File: src/rtl/sprite_update_scheduler.sv
// Per-frame bouncing-box motion scheduler: on each accepted frame_tick, walks
// the sprite table, updating x then y/colour of one sprite per cycle through a
// single shared adder/comparator.
module sprite_update_scheduler #(
    parameter int unsigned NUM_SPRITES   = 4,
    parameter int unsigned SCREEN_WIDTH  = 640,
    parameter int unsigned SCREEN_HEIGHT = 480,
    parameter int unsigned BOX_SIZE      = 32,
    // Optional reset-value override; slot i holds sprite i (x/y 16-bit slots,
    // vx/vy 4-bit two's complement slots, colour 3-bit slots).
    parameter bit           PRELOAD       = 1'b0,
    parameter logic [111:0] PRELOAD_X     = '0,
    parameter logic [111:0] PRELOAD_Y     = '0,
    parameter logic [27:0]  PRELOAD_VX    = '0,
    parameter logic [27:0]  PRELOAD_VY    = '0,
    parameter logic [20:0]  PRELOAD_COLOR = '0
) (
    input  logic                                          clk,
    input  logic                                          rst,
    input  logic                                          frame_tick,
    input  logic                                          pause,
    output logic [NUM_SPRITES*$clog2(SCREEN_WIDTH)-1:0]   sprite_x,
    output logic [NUM_SPRITES*$clog2(SCREEN_HEIGHT)-1:0]  sprite_y,
    output logic [NUM_SPRITES*3-1:0]                      sprite_color,
    output logic                                          busy,
    output logic                                          done,
    output logic                                          overrun
);

    localparam int unsigned XW = $clog2(SCREEN_WIDTH);
    localparam int unsigned YW = $clog2(SCREEN_HEIGHT);
    localparam int unsigned IW = (NUM_SPRITES > 1) ? $clog2(NUM_SPRITES) : 1;
    localparam logic [XW-1:0]        XMAX_U = XW'(SCREEN_WIDTH - BOX_SIZE);
    localparam logic [YW-1:0]        YMAX_U = YW'(SCREEN_HEIGHT - BOX_SIZE);
    localparam logic signed [XW+1:0] XMAX_S = $signed({2'b00, XMAX_U});
    localparam logic signed [YW+1:0] YMAX_S = $signed({2'b00, YMAX_U});
    localparam logic [IW-1:0]        LAST   = IW'(NUM_SPRITES - 1);

    typedef enum logic [1:0] {IDLE, UPD_X, UPD_Y, FINISH} state_t;

    state_t                 state_q, state_d;
    logic [IW-1:0]          idx_q, idx_d;
    logic                   start;
    logic                   busy_q, done_q, overrun_q;

    logic [XW-1:0]          x_q     [NUM_SPRITES];
    logic [YW-1:0]          y_q     [NUM_SPRITES];
    logic [3:0]             vx_q    [NUM_SPRITES];
    logic [3:0]             vy_q    [NUM_SPRITES];
    logic [2:0]             color_q [NUM_SPRITES];
    logic [NUM_SPRITES-1:0] bounced_q;

    logic signed [XW+1:0]   tx;
    logic signed [YW+1:0]   ty;
    logic                   x_bounce, y_bounce;
    logic [XW-1:0]          x_new;
    logic [YW-1:0]          y_new;
    logic [2:0]             color_adv;

    // Next-state logic of the sweep sequencer.
    always_comb begin
        state_d = state_q;
        idx_d   = idx_q;
        start   = 1'b0;
        case (state_q)
            IDLE: begin
                if (frame_tick && !pause) begin
                    state_d = UPD_X;
                    idx_d   = '0;
                    start   = 1'b1;
                end
            end
            UPD_X:  state_d = UPD_Y;
            UPD_Y: begin
                if (idx_q == LAST) begin
                    state_d = FINISH;
                end else begin
                    state_d = UPD_X;
                    idx_d   = idx_q + 1'b1;
                end
            end
            FINISH: state_d = IDLE;
            default: state_d = IDLE;
        endcase
    end

    // State register plus registered status outputs.
    always_ff @(posedge clk) begin
        if (rst) begin
            state_q   <= IDLE;
            idx_q     <= '0;
            busy_q    <= 1'b0;
            done_q    <= 1'b0;
            overrun_q <= 1'b0;
        end else begin
            state_q <= state_d;
            idx_q   <= idx_d;
            busy_q  <= (state_d == UPD_X) || (state_d == UPD_Y);
            done_q  <= (state_d == FINISH);
            if (frame_tick && state_q != IDLE) overrun_q <= 1'b1;
        end
    end

    // Shared adder/comparator, operating on the sprite selected by idx_q.
    always_comb begin
        tx = $signed({2'b00, x_q[idx_q]}) + $signed({{(XW-2){vx_q[idx_q][3]}}, vx_q[idx_q]});
        ty = $signed({2'b00, y_q[idx_q]}) + $signed({{(YW-2){vy_q[idx_q][3]}}, vy_q[idx_q]});
        x_bounce = tx[XW+1] || (tx > XMAX_S);
        y_bounce = ty[YW+1] || (ty > YMAX_S);
        x_new = tx[XW+1] ? '0 : (tx > XMAX_S) ? XMAX_U : tx[XW-1:0];
        y_new = ty[YW+1] ? '0 : (ty > YMAX_S) ? YMAX_U : ty[YW-1:0];
        color_adv = (color_q[idx_q] == 3'd7) ? 3'd1 : color_q[idx_q] + 3'd1;
    end

    // Sprite table: reset values, then x in UPD_X and y/colour in UPD_Y.
    always_ff @(posedge clk) begin
        if (rst) begin
            for (int unsigned i = 0; i < NUM_SPRITES; i++) begin
                if (PRELOAD) begin
                    x_q[i]     <= PRELOAD_X[i*16 +: XW];
                    y_q[i]     <= PRELOAD_Y[i*16 +: YW];
                    vx_q[i]    <= PRELOAD_VX[i*4 +: 4];
                    vy_q[i]    <= PRELOAD_VY[i*4 +: 4];
                    color_q[i] <= PRELOAD_COLOR[i*3 +: 3];
                end else begin
                    x_q[i]     <= XW'(16 + 64*i);
                    y_q[i]     <= YW'(16 + 48*i);
                    vx_q[i]    <= (i % 2 == 0) ? 4'h2 : 4'hE;
                    vy_q[i]    <= 4'h1;
                    color_q[i] <= 3'(i + 1);
                end
            end
            bounced_q <= '0;
        end else begin
            case (state_q)
                IDLE: begin
                    if (start) bounced_q <= '0;
                end
                UPD_X: begin
                    x_q[idx_q] <= x_new;
                    if (x_bounce) begin
                        vx_q[idx_q]      <= 4'd0 - vx_q[idx_q];
                        bounced_q[idx_q] <= 1'b1;
                    end
                end
                UPD_Y: begin
                    y_q[idx_q] <= y_new;
                    if (y_bounce) vy_q[idx_q] <= 4'd0 - vy_q[idx_q];
                    // An X bounce earlier in the sweep and a Y bounce now still advance once.
                    if (bounced_q[idx_q] || y_bounce) color_q[idx_q] <= color_adv;
                end
                default: ;
            endcase
        end
    end

    // Pack the sprite table onto the output buses.
    always_comb begin
        sprite_x     = '0;
        sprite_y     = '0;
        sprite_color = '0;
        for (int unsigned i = 0; i < NUM_SPRITES; i++) begin
            sprite_x[i*XW +: XW]    = x_q[i];
            sprite_y[i*YW +: YW]    = y_q[i];
            sprite_color[i*3 +: 3]  = color_q[i];
        end
    end

    assign busy    = busy_q;
    assign done    = done_q;
    assign overrun = overrun_q;

endmodule

File: config.mk
export PLATFORM = sky130hd
export DESIGN_NAME = sprite_update_scheduler
export DESIGN_NICKNAME = d
export VERILOG_FILES = /design/src/rtl/sprite_update_scheduler.sv
export SDC_FILE = /design/constraint.sdc
export NUM_CORES = 1
export LEC_CHECK = 0
export BUFFER_PORTS_ARGS = -buffer_cell sky130_fd_sc_hd__buf_2
export CAP_MARGIN = 40
export CORE_MARGIN = 2
export CORE_UTILIZATION = 50
export CTS_CLUSTER_DIAMETER = 60
export CTS_CLUSTER_SIZE = 40
export DETAILED_ROUTE_END_ITERATION = 8
export HOLD_SLACK_MARGIN = 0.08
export PLACE_DENSITY = 0.7
export SLEW_MARGIN = 5
export SYNTH_ARGS = -nofsm -noshare
export SYNTH_HDL_FRONTEND = slang
export SYNTH_SLANG_ARGS = --single-unit
File: constraint.sdc
create_clock -name clk -period 3.8 [get_ports clk]
set_input_delay 0.38 -clock clk [delete_from_list [all_inputs] [get_ports clk]]
set_output_delay 0.38 -clock clk [all_outputs]
set_load 0.02 [all_outputs]
# [Yosys cells after proc, flatten, opt, wreduce, memory -nomap -nowiden]
# Memories as Yosys holds them, arrays and structs flattened. A register that Yosys moved wholly into a read port is not among the register bits.
# Cells that the tools add are included.
[word_totals] rom_bits=0 wordCells=118 input_bits=4 latch_bits=0 regBits=11 ram_bits=120 mem_count=5
[mem_list] name="x_q" words=4 word_bits=10 rd=5 rd_clocked_by_memory_dff=1 wr=4 line="46" text="logic [XW-1:0] x_q [NUM_SPRITES];"
[mem_list] name="y_q" words=4 word_bits=9 rd=5 rd_clocked_by_memory_dff=1 wr=4 line="47" text="logic [YW-1:0] y_q [NUM_SPRITES];"
[mem_list] name="vx_q" words=4 word_bits=4 rd=1 rd_clocked_by_memory_dff=1 wr=4 line="48" text="logic [3:0] vx_q [NUM_SPRITES];"
[mem_list] name="vy_q" words=4 word_bits=4 rd=1 rd_clocked_by_memory_dff=1 wr=4 line="49" text="logic [3:0] vy_q [NUM_SPRITES];"
[mem_list] name="color_q" words=4 word_bits=3 rd=5 rd_clocked_by_memory_dff=1 wr=4 line="50" text="logic [2:0] color_q [NUM_SPRITES];"
[op_classes] reduce_logical=19 multipliers=0 n_bitwise=1 n_eq_ne=12 n_shift=0 order_cmp=4 add_sub_neg=6 mux=65 div_mod_pow=0
[op_table] cell="2-bit 2-to-1 mux" n=19
[op_table] cell="10-bit 2-to-1 mux" n=3
[op_table] cell="1-bit 2-to-1 mux" n=29
[op_table] cell="9-bit 2-to-1 mux" n=3
[op_table] cell="4-bit 2-to-1 mux" n=4
[op_table] cell="11-bit by 4-bit adder with 12-bit output" n=1
[op_table] cell="12-bit by 11-bit > comparator with 1-bit output (second input constant)" n=1
[op_table] cell="10-bit by 4-bit adder with 11-bit output" n=1
[op_table] cell="11-bit by 10-bit > comparator with 1-bit output (second input constant)" n=1
[op_table] cell="2-bit equality test (second input constant)" n=5
[op_table] cell="10-bit OR reduction" n=1
[op_table] cell="9-bit OR reduction" n=1
[op_table] cell="2-bit inequality test (second input constant)" n=4
[op_table] cell="2-bit case mux with 4 select lines" n=1
[op_table] cell="4-bit case mux with 2 select lines" n=1
[op_table] cell="4-bit OR reduction" n=2
[op_table] cell="1-bit by 4-bit subtractor with 4-bit output (first input constant)" n=2
[op_table] cell="3-bit 2-to-1 mux" n=2
[op_table] cell="3-bit AND reduction" n=2
[op_table] cell="2-bit nonzero test" n=3
[op_table] cell="2-bit by 1-bit equality test with 1-bit output (second input constant)" n=2
[op_table] cell="1-bit logical OR" n=4
[op_table] cell="4-bit bitwise OR" n=1
[op_table] cell="2-bit case mux with 2 select lines" n=1
[op_table] cell="11 further kinds" n=13

# [Logic depth before layout (Yosys ltp)]
# Gate-level depths: netlist of the first run.
[depth] depth_word=10 mapped_depth=16 depth_no_buf=13

# [Worst setup path before layout of the first run]
# OpenSTA, ideal clock, no wires.
[synth_path] kind="reg2reg" from="register with a tool-made name" to="memory vy_q[3][0], enable pin" path_stages_with_launch=16 t_arrival_ns=3.719 setup_time_ns=0.329 setup_slack_ns=-0.248 required_time_ns=3.471 path_buffers=5 path_cell_list="dfxtp_1 buf_2 buf_2 buf_2 mux4_2 ha_1 fa_1 a21oi_1 o22ai_1 xnor2_1 or2_1 o311ai_4 buf_4 buf_6 nor2_1 nor2_1"
[synth_rtl] element="end, declared" line="49"

==> reports/metrics.csv, run 1 <==
metric;value;unit
max_slew_margin;39.3;%
crit_fanout;11;
rows;44;
synthDistinctLibCells;66;
cts.clk_slew.worst_paths;0.06;ns
worstPathArrival;3.87;ns
syn_to_final_growth;22.5;%
grt_max_degree;36;
rsz0062_at_grt;true;
grt_usage;24.6;%
pwr-share-comb;19.0;%
cap_violations;0;
via_count;5761;
ys_seq_area_share;52.9;%
drc;0;
synth_ff_type;edfxtp_1;
finalSetupViolCount;0;
fin_util;62.0;%
placement.io_buffers;94;
finalWirelength;19.1;mm
syn_inst;607;
syn-mean-instance-area;12.0;um2
clock_latency;0.42;ns
grt_pass1_wl;29.9;mm
period_share;97.6;%
period_needed;3.71;ns
drt-wirelength-per-cell;20.4;um
hold_viol;0;
cts_root_buf;clkbuf_16;
cts_hold_buf;0;
holdCritPathClass;input port to flop;
pwr-share-seq;40.8;%
power-per-cell-area;458;mW/mm2
synth_nets;643;
vias_per_cell;6.16;
min_from;frame_tick;
grt_pass1_vias;5645;
gp_congestion;0.930;
dr.pass1.iters;5;
initial_core_util;50.6;%
crit_type;flop to flop;
cts_buffers;17;
ys_seq_elements;133;
ioPinCount;95;
postRouteAntennaNets;0;
slew_violations;0;
layout-drive-gt1-share;30.9;%
p_switching;1.17;mW
clock_sinks;133;
max_freq;270;MHz
cts_tree;yes;
tns;0;ns
diodes;0;
power.internal;2.93;mW
fin_nets;774;
cts.path.max_buffers;2;
async_flop_share;0;%
p_sw_share;28.6;%
cp-start-kind;flop;
peakVddDrop;324;uV
synth_edf_count;120;
netlist_area;0.00730;mm2
crit_required;3.96;ns
ctsHtreeMaxLevel;4;
initialDrtViolationCount;551;
worst_slew_pin_slew;0.908;ns
die_w;125;um
finClkSkew;0.0126;ns
p_total;4.10;mW
pwr-share-clk;40.2;%
synth_warnings;0;
status;finished clean;
die_height;125;um
p_leak;3.40;nW
antenna_found_initial;0;
hpwl;13.9;mm
core;0.0144;mm2
die-area;0.0156;mm2
grt_overflow;0;
endpoint_kind;flop;
==> synthesized netlist by cell type, drive strengths merged (4+ instances only) <==
cell / number / share of area, %
a211oi: 8 / 1.1
a21o: 10 / 1.0
a21oi: 20 / 1.4
a32o: 4 / 0.55
and3: 14 / 1.2
buf: 14 / 1.2
clkbuf: 11 / 0.57
dfxtp: 13 / 3.6
edfxtp: 120 / 49
ha: 30 / 5.1
inv: 21 / 1.1
mux4: 30 / 9.3
nand2: 47 / 2.4
nand2b: 19 / 1.8
nand3: 20 / 1.4
nor2: 85 / 4.4
nor2b: 9 / 0.87
nor3: 26 / 1.8
o211ai: 5 / 0.51
o21ai: 18 / 1.3
o31ai: 6 / 0.69
or3: 7 / 0.60
xnor2: 12 / 1.4
xor2: 7 / 0.84
==> metal layers <==
metal | global-route usage [%] | wire length [um]
met1 | 33.6 | 8150
met2 | 39.4 | 9340
met3 | 5.41 | 1270
met4 | 8.04 | 357
met5 | 0 | 0
==> sequential cells by signal (all words and copies together), names as in the netlist, named ones only <==
signal     count
bounced_q      4
busy           1
color_q       12
done           1
idx_q          2
overrun        1
state_q        2
vx_q          16
vy_q          16
x_q           40
y_q           36
==> final timing paths <==
check / endpoint / slack, ns / depth (start not counted)
hold / removal: overrun / 0.24 / 3
setup / recovery: color_q[2][1] / 0.09 / 10
hold reg to reg: overrun / 0.45 / 2
setup reg to reg: color_q[2][1] / 0.09 / 10
==> power by group through the flow <==
| stage | sequential (mW) | clock, mW | combinational (mW) |
|---|---|---|---|
| 6_report | 1.67 | 1.65 | 0.781 |
| 4_1_cts | 1.67 | 1.66 | 0.732 |
| 3_5_place_dp | 1.70 | 0 | 0.723 |
| 3_3_place_gp | 1.70 | 0 | 0.708 |
| 5_1_grt | 1.68 | 1.73 | 0.840 |
| 2_1_floorplan | 1.73 | 0 | 0.460 |
==> cell usage in the layout, fill, tap and decap left out, drive strengths merged, types with 4 or more instances in the layout <==
cell / instances
nand3: 20
and3: 14
nor3: 26
a211oi: 8
or3: 7
a21oi: 20
xnor2: 12
o211ai: 5
o31ai: 6
xor2: 7
nor2b: 9
dfxtp: 13
mux4: 30
clkbuf: 19
nand2: 47
a32o: 4
nand2b: 19
a21o: 10
inv: 29
o21ai: 18
edfxtp: 120
buf: 137
nor2: 85
ha: 30
==> layout make-up <==
type | instances | area (um2)
multi-input combinational | 428 | 3300
clock buffer | 19 | 464
fill | 1103 | 5480
sequential | 133 | 3870
timing repair buffer | 137 | 861
tap | 184 | 230
inverter | 21 | 78.8
clock inverter | 13 | 134
==> cell families after synthesis <==
logic type      synth area share (%)
compound gates                  10.8
xor+xnor                        2.28
fa+ha+maj                       5.69
buf+inv                         2.88
flops                           52.9
mux                             9.55
simple gates                    15.9
==> worst max-delay path, cell delays in order, from the launching register on <==
cell and delay [ns]:
dfxtp_4 0.48, buf_12 0.18, mux4_2 0.53, ha_1 0.43
nor2_1 0.10, o31ai_1 0.36, a21oi_1 0.14, xor2_1 0.21
o311ai_4 0.46, nor2_1 0.17, or3_1 0.39
==> through the flow <==
step | hold slack (ns) | std cells | setup WS (ns) | cell area (um2)
floorplan | 0.437 | 607 | 0.0418 | 7310
CTS | 0.240 | 929 | 0.0680 | 8800
detailed placement | 0.446 | 897 | -0.0223 | 8200
global route | 0.259 | 935 | -0.0520 | 8940
global placement | 0.434 | 897 | 0.0666 | 8200
finish | 0.241 | 935 | 0.0910 | 8940
==> timing repair <==
item | 4_1_cts | 5_1_grt
endpoints found under the setup margin | 11 | 106
gates resized for setup | 2 | 19
pin swaps | 0 | 7
gates cloned | 0 | 1
setup buffers | 0 | 5
Note: power is estimated with default switching activity, not from simulation.
==> run 2: changes to the inputs <==
CORE_UTILIZATION = 53   (was 50)
HOLD_SLACK_MARGIN = 0.02   (was 0.08)
PLACE_DENSITY = 0.77   (was 0.7)
==> reports/metrics.csv, run 2 (same netlist as run 1, synthesis figures left out) <==
metric;value;unit
layout-drive-gt1-share;33.4;%
cts.path.max_buffers;2;
power-per-cell-area;459;mW/mm2
endpoint_kind;flop;
cpMaxStageDelayCell;mux4_2;
cts_hold_buf;0;
syn_to_final_growth;24.5;%
antenna_found_initial;0;
grt_pass1_vias;5679;
die-area;0.0147;mm2
status;finished clean;
die_height;121;um
diodes;0;
cp.depth;13;
cts.clk_slew.worst_paths;0.06;ns
via_count;5900;
slew_violations;0;
critPathTopFamily;compound AO/OA/AOI/OAI gates;
largestRegisters;x_q: 40 flops, y_q: 36 flops;
finalWirelength;20.1;mm
peakVddDrop;350;uV
fin_util;68.1;%
postRouteAntennaNets;0;
cp-start-kind;flop;
holdPathStages;3;
clock_latency;0.43;ns
clock_sinks;133;
crit_type;flop to flop;
p_leak;3.49;nW
r2r_cells;13;
p_total;4.17;mW
max_freq;266;MHz
rows;42;
cp_common_cell;buf_4;
finClkSkew;0.00823;ns
largest-register;x_q;
gp_congestion;0.899;
cap_violations;0;
grt_pass1_wl;30.2;mm
grt_overflow;0;
vias_per_cell;6.26;
mostFrequentLayoutCells;edfxtp_1 (120), buf_2 (94), nor2_1 (83);
placement.io_buffers;94;
worst_slew_pin_slew;0.815;ns
die_w;121;um
worstPathArrival;3.93;ns
path_cells;buf_12 > buf_4 > mux4_2 > ha_1 > a211oi_2 > buf_4 > o31ai_1 > a21oi_1 > xor2_2 > o311ai_4 > buf_4 > nand2b_1 > nor2_1;
max_slew_margin;45.4;%
drc;0;
crit_buf_inv;4;
fin_nets;790;
cpPeakStageDelay;0.56;ns
crit_required;3.97;ns
finalSetupViolCount;0;
crit_fanout;8;
initial_core_util;54.7;%
ioPinCount;95;
pre_cts_slack;-0.0491;ns
nFillCells;953;
holdWs;0.234;ns
cts_tree;yes;
core;0.0133;mm2
largest_reg_flops;40;
cts_buffers;17;
hold_viol;0;
holdCritPathClass;input port to flop;
final_common_cell;edfxtp_1;
ctsHtreeMaxLevel;4;
hpwl;14.2;mm
grt_max_degree;33;
fin_ws;0.0453;ns
dr.pass1.iters;5;
period_needed;3.75;ns
cts_root_buf;clkbuf_16;
initialDrtViolationCount;639;
period_share;98.8;%
drt-wirelength-per-cell;21.3;um
grt_usage;27.4;%
## run 2: cell count changes in the layout (fill, tap and decap cells not counted), sizes merged
cell	previous run	this run
clkbuf	19	18
buf	137	152
clkinvlp	3	1
clkinv	1	4
bufinv	1	2
## run 2: repair_timing
item,in CTS,in global routing
pin swaps,0,9
gates resized for setup,2,33
endpoints found under the setup margin,67,135
buffers inserted,0,13
gates cloned,0,0
## run 2: path summary, 6_finish.rpt
check	startpoint	end	slack, ns
worst max register to register	flop	y_q[2][0]	0.05
worst min-delay path	frame_tick	overrun	0.23
worst min register to register	overrun	overrun	0.46
worst max-delay path	flop	y_q[2][0]	0.05
## run 2: power breakdown
part	internal, mW	switching [mW]	leakage (nW)	total [mW]
clock	0.982	0.691	0.289	1.67
sequential	1.64	0.0283	1.23	1.67
combinational	0.328	0.496	1.97	0.825
total	2.95	1.22	3.49	4.17
## run 2: cell type report
cell class                      instances  area, um2  area share, %
Sequential cell                       133       3870           42.6
Multi-Input combinational cell        428       3350           36.9
Timing Repair Buffer                  153        972           10.7
Clock buffer                           17        425           4.68
Tap cell                              176        220           2.42
Clock inverter                         15        166           1.83
Inverter                               21       78.8          0.868
## run 2: layer usage
metal	track usage, %	wire length [um]
met5	0	0
met1	36.7	7890
met2	44.3	10000
met3	6.63	1810
met4	9.12	378
## run 2: worst min-delay path: stages
cell,delay [ns]
buf_2,0.10
o21ai_0,0.06
a21oi_1,0.06
## run 2: per-stage QoR
step | cell area [um2] | TNS (ns) | instances
global route | 9080 | -1.31 | 943
floorplan | 7310 | 0 | 607
global placement | 8230 | 0 | 897
finish | 9080 | 0 | 943
detailed placement | 8230 | -0.845 | 898
CTS | 8830 | 0 | 930
==> run 3: changes to the inputs <==
CORE_ASPECT_RATIO = 0.9   (was default)
CORE_UTILIZATION = 55   (was 53)
PLACE_DENSITY = 0.76   (was 0.77)
clock period = 4.85 ns   (was 3.8 ns; I/O delays follow)
==> reports/metrics.csv, run 3 (same netlist as run 1, synthesis figures left out) <==
metric;value;unit
hold_viol;0;
cts_buffers;17;
postRouteAntennaNets;0;
cts_resized;0;
worst_slew_pin_slew;0.800;ns
holdCritPathClass;input port to flop;
drc;0;
placement.io_buffers;94;
die_w;125;um
grt_pass1_wl;30.5;mm
stdcell_count;884;
die_height;113;um
vias_per_cell;6.40;
cts.clk_slew.worst_paths;0.06;ns
status;finished clean;
tns;0;ns
largestRegisters;x_q: 40 flops, y_q: 36 flops;
p_total;3.16;mW
cts.path.max_buffers;2;
finalWirelength;19.2;mm
dp_cells;852;
cts_tree;yes;
p_leak;3.21;nW
cts_hold_buf;0;
final_common_cell;edfxtp_1;
placed_cell_area;0.00795;mm2
worstPathArrival;4.51;ns
clock_sinks;133;
power-per-cell-area;370;mW/mm2
crit_type;flop to flop;
core;0.0128;mm2
clock_latency;0.43;ns
cap_violations;0;
period_needed;4.38;ns
grt_overflow;0;
diodes;0;
max_freq;228;MHz
ioPinCount;95;
cp-start-kind;flop;
via_count;5654;
peakVddDrop;332;uV
fin_nets;743;
syn_to_final_growth;17.1;%
slew_violations;0;
grt_max_degree;46;
endpoint_kind;flop;
postCtsSetupRepairBufs;0;
antenna_found_initial;0;
initialDrtViolationCount;643;
cts_root_buf;clkbuf_16;
dr.pass1.iters;7;
rows;39;
hpwl;13.9;mm
max_slew_margin;46.5;%
finalSetupViolCount;0;
largest-register;x_q;
crit_required;4.98;ns
fin_util;66.6;%
grt_pass1_vias;5461;
gp_congestion;0.883;
grt_usage;28.0;%
finClkSkew;0.00637;ns
rsz0062_at_grt;false;
drt-wirelength-per-cell;21.7;um
ctsHtreeMaxLevel;4;
mostFrequentLayoutCells;edfxtp_1 (120), buf_2 (95), nor2_1 (85);
largest_reg_flops;40;
die-area;0.0142;mm2
crit_fanout;15;
period_share;90.3;%
finalInstanceArea;0.00855;mm2
layout-drive-gt1-share;25.8;%
initial_core_util;56.9;%
## run 3: metrics by stage
stage               hold WS, ns  worst slack [ns]
global route              0.353             0.179
detailed placement        0.439             0.510
finish                    0.335             0.469
floorplan                 0.437             0.802
global placement          0.434             0.621
CTS                       0.329             0.491
## run 3: worst max-delay path: stages (launching register included)
cell and delay [ns]:
dfxtp_2 0.62, buf_4 0.27, mux4_2 0.54, ha_1 0.24, fa_1 0.42, a21oi_1 0.26
o22ai_1 0.15, xnor2_1 0.17, or2_1 0.26, o311ai_4 0.57, or2_1 0.37, a21o_1 0.22
## run 3: area by class of cell
cell class / count / area (um2)
timing repair buffer: 106 / 571
clock buffer: 17 / 425
fill: 915 / 4290
sequential: 133 / 3860
clock inverter: 15 / 178
tap: 164 / 205
inverter: 21 / 78.8
multi-input combinational: 428 / 3230
## run 3: worst paths after layout
path                                 start  cells past startpoint  slack [ns]       endpoint
worst min register to register     overrun                      2        0.45        overrun
worst min-delay path            frame_tick                      3        0.33        overrun
worst max register to register        flop                     11        0.47  color_q[1][0]
worst max-delay path                  flop                     11        0.47  color_q[1][0]
## run 3: per-layer routing
layer	GRT usage [%]	share of wire, %	vias up
met5	0	0	-
met4	9.41	1.8	0
met3	7.04	9.5	35
met2	42.1	47	334
met1	40.3	41	2787
li1	-	-	2498
## run 3: power breakdown
group	internal, mW	switching (mW)	leakage [nW]
combinational	0.173	0.353	1.69
clock	0.810	0.515	0.286
sequential	1.29	0.0240	1.23
total	2.27	0.892	3.21
